$ cat src/rtl/game_sequencer.sv
// Round scheduler for the flappy-bird core: frame tick, phase FSM, player time-sharing, score latches.
// Optional pause support is compiled in with `define PAUSE_EN (adds the pause input and PAUSED state).
module game_sequencer #(
    parameter int unsigned TICK_DIV    = 5000000,
    parameter int unsigned COUNT_TICKS = 30,
    parameter int unsigned OVER_TICKS  = 20,
    parameter int unsigned SCORE_W     = 16
) (
    input  logic               clk,
    input  logic               rst,
    input  logic               start,
    input  logic               mode,
    input  logic               btn_p1,
    input  logic               btn_p2,
    input  logic               core_fail,
    input  logic [SCORE_W-1:0] core_score,
`ifdef PAUSE_EN
    input  logic               pause,
`endif
    output logic               core_rst_n,
    output logic               tick,
    output logic               up_out,
    output logic [2:0]         state,
    output logic               active_player,
    output logic [SCORE_W-1:0] p1_score,
    output logic [SCORE_W-1:0] p2_score,
    output logic [SCORE_W-1:0] best_score,
    output logic [1:0]         winner
);

    localparam int unsigned DIV_W   = (TICK_DIV > 2) ? $clog2(TICK_DIV) : 1;
    localparam int unsigned CNT_MAX = (COUNT_TICKS > OVER_TICKS) ? COUNT_TICKS : OVER_TICKS;
    localparam int unsigned CNT_W   = (CNT_MAX > 1) ? $clog2(CNT_MAX + 1) : 1;

    typedef enum logic [2:0] {
        S_IDLE      = 3'd0,
        S_COUNTDOWN = 3'd1,
        S_PLAY      = 3'd2,
        S_DEAD      = 3'd3,
        S_OVER      = 3'd4,
        S_PAUSED    = 3'd5
    } state_t;

    state_t             st;
    logic [DIV_W-1:0]   div_cnt;
    logic               wrap;
    logic [CNT_W-1:0]   phase_cnt;
    logic               mode_q;
    logic               start_q;
    logic               start_rise;
    logic               up_sel_c;
    logic [SCORE_W-1:0] hi_c;
    logic [SCORE_W-1:0] best_next_c;
    logic [1:0]         winner_next_c;

    assign state      = st;
    assign wrap       = (div_cnt == DIV_W'(TICK_DIV - 1));
    assign start_rise = start & ~start_q;
    assign up_sel_c   = active_player ? btn_p2 : btn_p1;

    // Free-running frame divider; the FSM treats the wrap cycle as the tick event
    always_ff @(posedge clk) begin
        if (rst) begin
            div_cnt <= '0;
        end else if (wrap) begin
            div_cnt <= '0;
        end else begin
            div_cnt <= div_cnt + DIV_W'(1);
        end
    end

    always_ff @(posedge clk) begin
        if (rst) begin
            start_q <= 1'b0;
        end else begin
            start_q <= start;
        end
    end

`ifdef PAUSE_EN
    logic pause_q;
    logic pause_rise;

    assign pause_rise = pause & ~pause_q;

    always_ff @(posedge clk) begin
        if (rst) begin
            pause_q <= 1'b0;
        end else begin
            pause_q <= pause;
        end
    end
`endif

    // End-of-game results, evaluated from the already-latched player scores
    always_comb begin
        hi_c          = (p1_score > p2_score) ? p1_score : p2_score;
        best_next_c   = (hi_c > best_score) ? hi_c : best_score;
        winner_next_c = 2'd1;
        if (mode_q) begin
            if (p1_score > p2_score) begin
                winner_next_c = 2'd1;
            end else if (p2_score > p1_score) begin
                winner_next_c = 2'd2;
            end else begin
                winner_next_c = 2'd3;
            end
        end
    end

    always_ff @(posedge clk) begin
        if (rst) begin
            st            <= S_IDLE;
            core_rst_n    <= 1'b0;
            tick          <= 1'b0;
            up_out        <= 1'b0;
            active_player <= 1'b0;
            p1_score      <= '0;
            p2_score      <= '0;
            best_score    <= '0;
            winner        <= 2'd0;
            mode_q        <= 1'b0;
            phase_cnt     <= '0;
        end else begin
            tick   <= wrap;
            up_out <= 1'b0;
            case (st)
                S_IDLE: begin
                    core_rst_n <= 1'b0;
                    if (start_rise) begin
                        mode_q        <= mode;
                        active_player <= 1'b0;
                        p1_score      <= '0;
                        p2_score      <= '0;
                        winner        <= 2'd0;
                        phase_cnt     <= '0;
                        st            <= S_COUNTDOWN;
                    end
                end
                S_COUNTDOWN: begin
                    core_rst_n <= 1'b0;
                    if (wrap) begin
                        if (phase_cnt == CNT_W'(COUNT_TICKS - 1)) begin
                            st         <= S_PLAY;
                            core_rst_n <= 1'b1;
                        end else begin
                            phase_cnt <= phase_cnt + CNT_W'(1);
                        end
                    end
                end
                S_PLAY: begin
                    core_rst_n <= 1'b1;
                    if (core_fail) begin
                        st        <= S_DEAD;
                        phase_cnt <= '0;
                        if (active_player) begin
                            p2_score <= core_score;
                        end else begin
                            p1_score <= core_score;
                        end
`ifdef PAUSE_EN
                    end else if (pause_rise) begin
                        st   <= S_PAUSED;
                        tick <= 1'b0;
`endif
                    end else begin
                        up_out <= up_sel_c;
                    end
                end
                S_DEAD: begin
                    core_rst_n <= 1'b1;
                    if (wrap) begin
                        if (phase_cnt == CNT_W'(OVER_TICKS - 1)) begin
                            core_rst_n <= 1'b0;
                            phase_cnt  <= '0;
                            if (mode_q && !active_player) begin
                                active_player <= 1'b1;
                                st            <= S_COUNTDOWN;
                            end else begin
                                st         <= S_OVER;
                                best_score <= best_next_c;
                                winner     <= winner_next_c;
                            end
                        end else begin
                            phase_cnt <= phase_cnt + CNT_W'(1);
                        end
                    end
                end
                S_OVER: begin
                    core_rst_n <= 1'b0;
                    if (start_rise) begin
                        st     <= S_IDLE;
                        winner <= 2'd0;
                    end
                end
`ifdef PAUSE_EN
                S_PAUSED: begin
                    core_rst_n <= 1'b1;
                    tick       <= 1'b0;
                    if (pause_rise) begin
                        st   <= S_PLAY;
                        tick <= wrap;
                    end
                end
`endif
                default: begin
                    st         <= S_IDLE;
                    core_rst_n <= 1'b0;
                end
            endcase
        end
    end

endmodule

$ cat config.mk
export PLATFORM = sky130hd
export DESIGN_NAME = game_sequencer
export DESIGN_NICKNAME = d
export VERILOG_FILES = /design/src/rtl/game_sequencer.sv
export SDC_FILE = /design/constraint.sdc
export NUM_CORES = 1
export LEC_CHECK = 0
export BUFFER_PORTS_ARGS = -buffer_cell sky130_fd_sc_hd__buf_2
export CAP_MARGIN = 40
export CELL_PAD_IN_SITES_DETAIL_PLACEMENT = 1
export CELL_PAD_IN_SITES_GLOBAL_PLACEMENT = 1
export CORE_AREA = 4 4 95 133
export DETAILED_ROUTE_END_ITERATION = 8
export DIE_AREA = 0 0 99 137
export PLACE_DENSITY = 0.76
export SETUP_SLACK_MARGIN = 0.15
export SLEW_MARGIN = 25
export SYNTH_ARGS = -nofsm -noshare
export SYNTH_HDL_FRONTEND = slang
export SYNTH_SLANG_ARGS = --single-unit
$ cat constraint.sdc
create_clock -name clk -period 5.48 [get_ports clk]
set_clock_uncertainty 0.05 [all_clocks]
set_input_delay 1.096 -clock clk [delete_from_list [all_inputs] [get_ports clk]]
set_output_delay 1.096 -clock clk [all_outputs]
set_load 0.05 [all_outputs]
==> flow_summary.json <==
{
  "status": "finished clean",
  "min-delay-start": "div_cnt[0]",
  "cts-root-buf": "clkbuf_16",
  "crit_fanout": 16,
  "grt_pass1_wl_um": 22020,
  "tightest_slew_ps": 802.0,
  "hold_class": "flop to flop",
  "hpwl_um": 10190,
  "hold_violations": 0,
  "combPwrFrac": 0.112,
  "num_vias": 4111,
  "path_class": "flop to flop",
  "dieWidth_um": 99,
  "grt_pass1_vias": 4367,
  "clkTransAtPathRegs_ps": 60,
  "synth_compound_area_frac": 0.1169,
  "synth_commonest_cells": "nor2_1 (89), dfxtp_1 (87), inv_1 (59)",
  "p_seq_frac": 0.442,
  "die-area_um2": 13560,
  "antenna_found_initial": 0,
  "rsz0062_at_grt": "false",
  "htree_levels": 3,
  "powerDensity_nw_per_um2": 260.7,
  "final_area_um2": 5675,
  "ys_seq_elements": 87,
  "tns_ps": 0,
  "syn_area_per_cell_um2": 8.786,
  "cp-end-kind": "flop",
  "avgRoutedWirePerCell_um": 17.26,
  "n_fill_cell": 1357,
  "max_freq_mhz": 206.2,
  "register_area_um2": 1742,
  "yosysMostFrequentCell": "nor2_1",
  "fin_ws_ps": 630.9,
  "clkSinkCount": 87,
  "initial_core_util": 0.4246,
  "timing.rr.start": "p1_score[14]",
  "dp.cells": 759,
  "finalCritPeriodShare": 0.8849,
  "utilization": 0.5006,
  "ys.flop_type": "dfxtp_1",
  "place.gp.congestion": 0.8305,
  "hold_end": "div_cnt[0]",
  "period_minus_slack_ps": 4849,
  "drc": 0,
  "switching_share": 0.2469,
  "place_ws_ps": 560.1,
  "path_cells": "inv_1 -> ha_1 -> a21oi_1 -> nand2_1 -> a221oi_1 -> nand3_4 -> mux2i_1 -> inv_1 -> ha_1 -> nand4_1 -> nor4_1 -> a22oi_1 -> a211oi_4 -> buf_4 -> nor2_1 -> a211oi_2",
  "antenna_cells": 0,
  "hold_depth": 1,
  "netlist_instances": 548,
  "area_growth_pct": 17.88,
  "final_net_count": 685,
  "cts-buffers-inserted": 9,
  "r2r_slack_ps": 630,
  "drv_slew": 0,
  "grt_usage": 0.2044,
  "core_area_um2": 11340,
  "drive_above_1_share": 0.2155,
  "synthSimpleGateAreaFrac": 0.2186,
  "grt_overflow_total": 0,
  "yosysSeqAreaShare": 0.3617,
  "async_flop_share": 0,
  "slew_headroom": 0.4653,
  "cts_tree": "yes",
  "row_count": 46,
  "grt_max_degree": 67,
  "ys_warn_count": 0,
  "muxShareOfSynthArea": 0.1063,
  "io_pins": 80,
  "multiInputGateArea_um2": 2756,
  "crit_required_ps": 5690,
  "synth_top_area_cell": "dfxtp_1",
  "p_switching_mw": 0.3654,
  "reg2reg_to": "best_score[7]",
  "port_buffers": 79,
  "setup_viol": 0,
  "postCtsSetupRepairBufs": 0,
  "ir_drop_v": 0.0001408,
  "slowest_stage": "a211oi_4",
  "ys_top_cells_by_area": "dfxtp_1 (36%), mux2i_1 (10%), ha_1 (9.1%)",
  "drtAntennaViolNets": 0,
  "dpl-instance-area_um2": 5344,
  "firstDrtPassIters": 4,
  "p_int_mw": 1.114,
  "p_clk_frac": 0.447,
  "fin_cells": 775,
  "clk_latency_ps": 340,
  "startpoint_type": "flop",
  "synth_area_um2": 4815,
  "synth_xor_area_frac": 0.03820,
  "reg2regPathDepth": 16,
  "routed_wl_um": 13380,
  "synth_fa_ha_area_frac": 0.09096,
  "p_total_mw": 1.480,
  "netlist.area_leader.share": 0.3617,
  "synth_top_family_by_area": "simple AND/OR/NAND/NOR gates",
  "synth_cell_types": 54,
  "arrival_ps": 5060,
  "synth-edff-count": 0,
  "cap_violations": 0,
  "vias_per_cell": 5.305,
  "syn-num-nets": 606,
  "die_h_um": 137,
  "timing.hold.ws_ps": 415.0,
  "p_leak_nw": 2.640,
  "drt_iter0_drc": 82,
  "clk_path_buf_depth": 2,
  "slowest_delay_ps": 560
}
==> worst max-delay path by stage <==
stage | cells past startpoint | endpoint | start | slack [ps]
2_1_floorplan | 17 | best_score[11] | p1_score[14] | 1200
5_1_grt | 16 | best_score[9] | p1_score[14] | 200
3_5_place_dp | 16 | best_score[7] | p1_score[15] | 560
4_1_cts | 16 | best_score[7] | p1_score[14] | 510
3_3_place_gp | 16 | best_score[8] | p1_score[15] | 780
6_report | 16 | best_score[7] | p1_score[14] | 630
==> layer usage <==
| metal | share of wire | GRT usage | vias up | wire length [um] |
|---|---|---|---|---|
| met5 | 0 | 0 | - | 0 |
| met4 | 0.017 | 0.05543 | 0 | 223 |
| met3 | 0.041 | 0.04946 | 13 | 543 |
| met2 | 0.55 | 0.3924 | 63 | 7375 |
| met1 | 0.39 | 0.2201 | 2008 | 5237 |
| li1 | - | - | 2027 | - |
==> placed cells by master (no fill, tap or decap), types with 3 or more instances in the layout <==
master	instances
clkbuf_16	9
dfxtp_1	87
a31oi_1	3
nand2b_1	7
or2_2	3
and3_1	3
xnor2_1	13
nor3_1	11
nor4_1	7
buf_2	79
ha_1	35
nand2_1	27
nor2_1	89
xor2_1	8
a21oi_1	18
nand4_1	8
buf_4	6
o21ai_0	7
a31o_2	3
nor2_2	5
mux2i_1	50
nand3_1	14
and2_1	16
a211oi_4	3
a211oi_2	14
a221oi_1	4
inv_1	59
==> critical path: cells and delay by family (launching register included) <==
| family | cells | cell delay [ps] |
|---|---|---|
| flops | 1 | 390 |
| buf+inv | 3 | 460 |
| mux | 1 | 470 |
| fa+ha+maj | 2 | 630 |
| simple gates | 5 | 1120 |
| compound gates | 5 | 1620 |
==> state kept, by name, indices dropped and copies added, names as in the netlist <==
name	count
start_q	1
state	3
winner	2
tick	1
core_rst_n	1
div_cnt	23
up_out	1
p1_score	16
mode_q	1
p2_score	16
phase_cnt	5
active_player	1
best_score	16
==> timing repair <==
action / in CTS / in global routing
hold buffers: 0 / 0
resized for setup: 0 / 1
setup endpoints to repair: 0 / 8
endpoints found under the hold margin: 0 / 0
==> logic make-up after synthesis <==
group | after synthesis
and+or+nand+nor | 209
buffers and inverters | 78
AOI/OAI and AO/OA | 67
adders and majority gates | 35
DFF | 87
muxes | 51
xor gates and xnor gates | 21
==> layout make-up <==
cell class | instances | area share
flip-flops and latches | 87 | 0.3069
clock inverters | 4 | 0.01235
repair buffers | 87 | 0.08157
clock buffers | 11 | 0.04277
inverters | 59 | 0.03902
well taps | 144 | 0.03175
multi-input cells | 383 | 0.4857
==> power by group through the flow <==
stage               Clock, mW  Combinational, mW  Sequential, mW
floorplan                   0              0.113           0.675
global placement            0              0.158           0.668
detailed placement          0              0.166           0.668
CTS                     0.675              0.167           0.654
global route            0.704              0.176           0.655
finish                  0.661              0.165           0.653
Power figures use the tool's default switching activity.
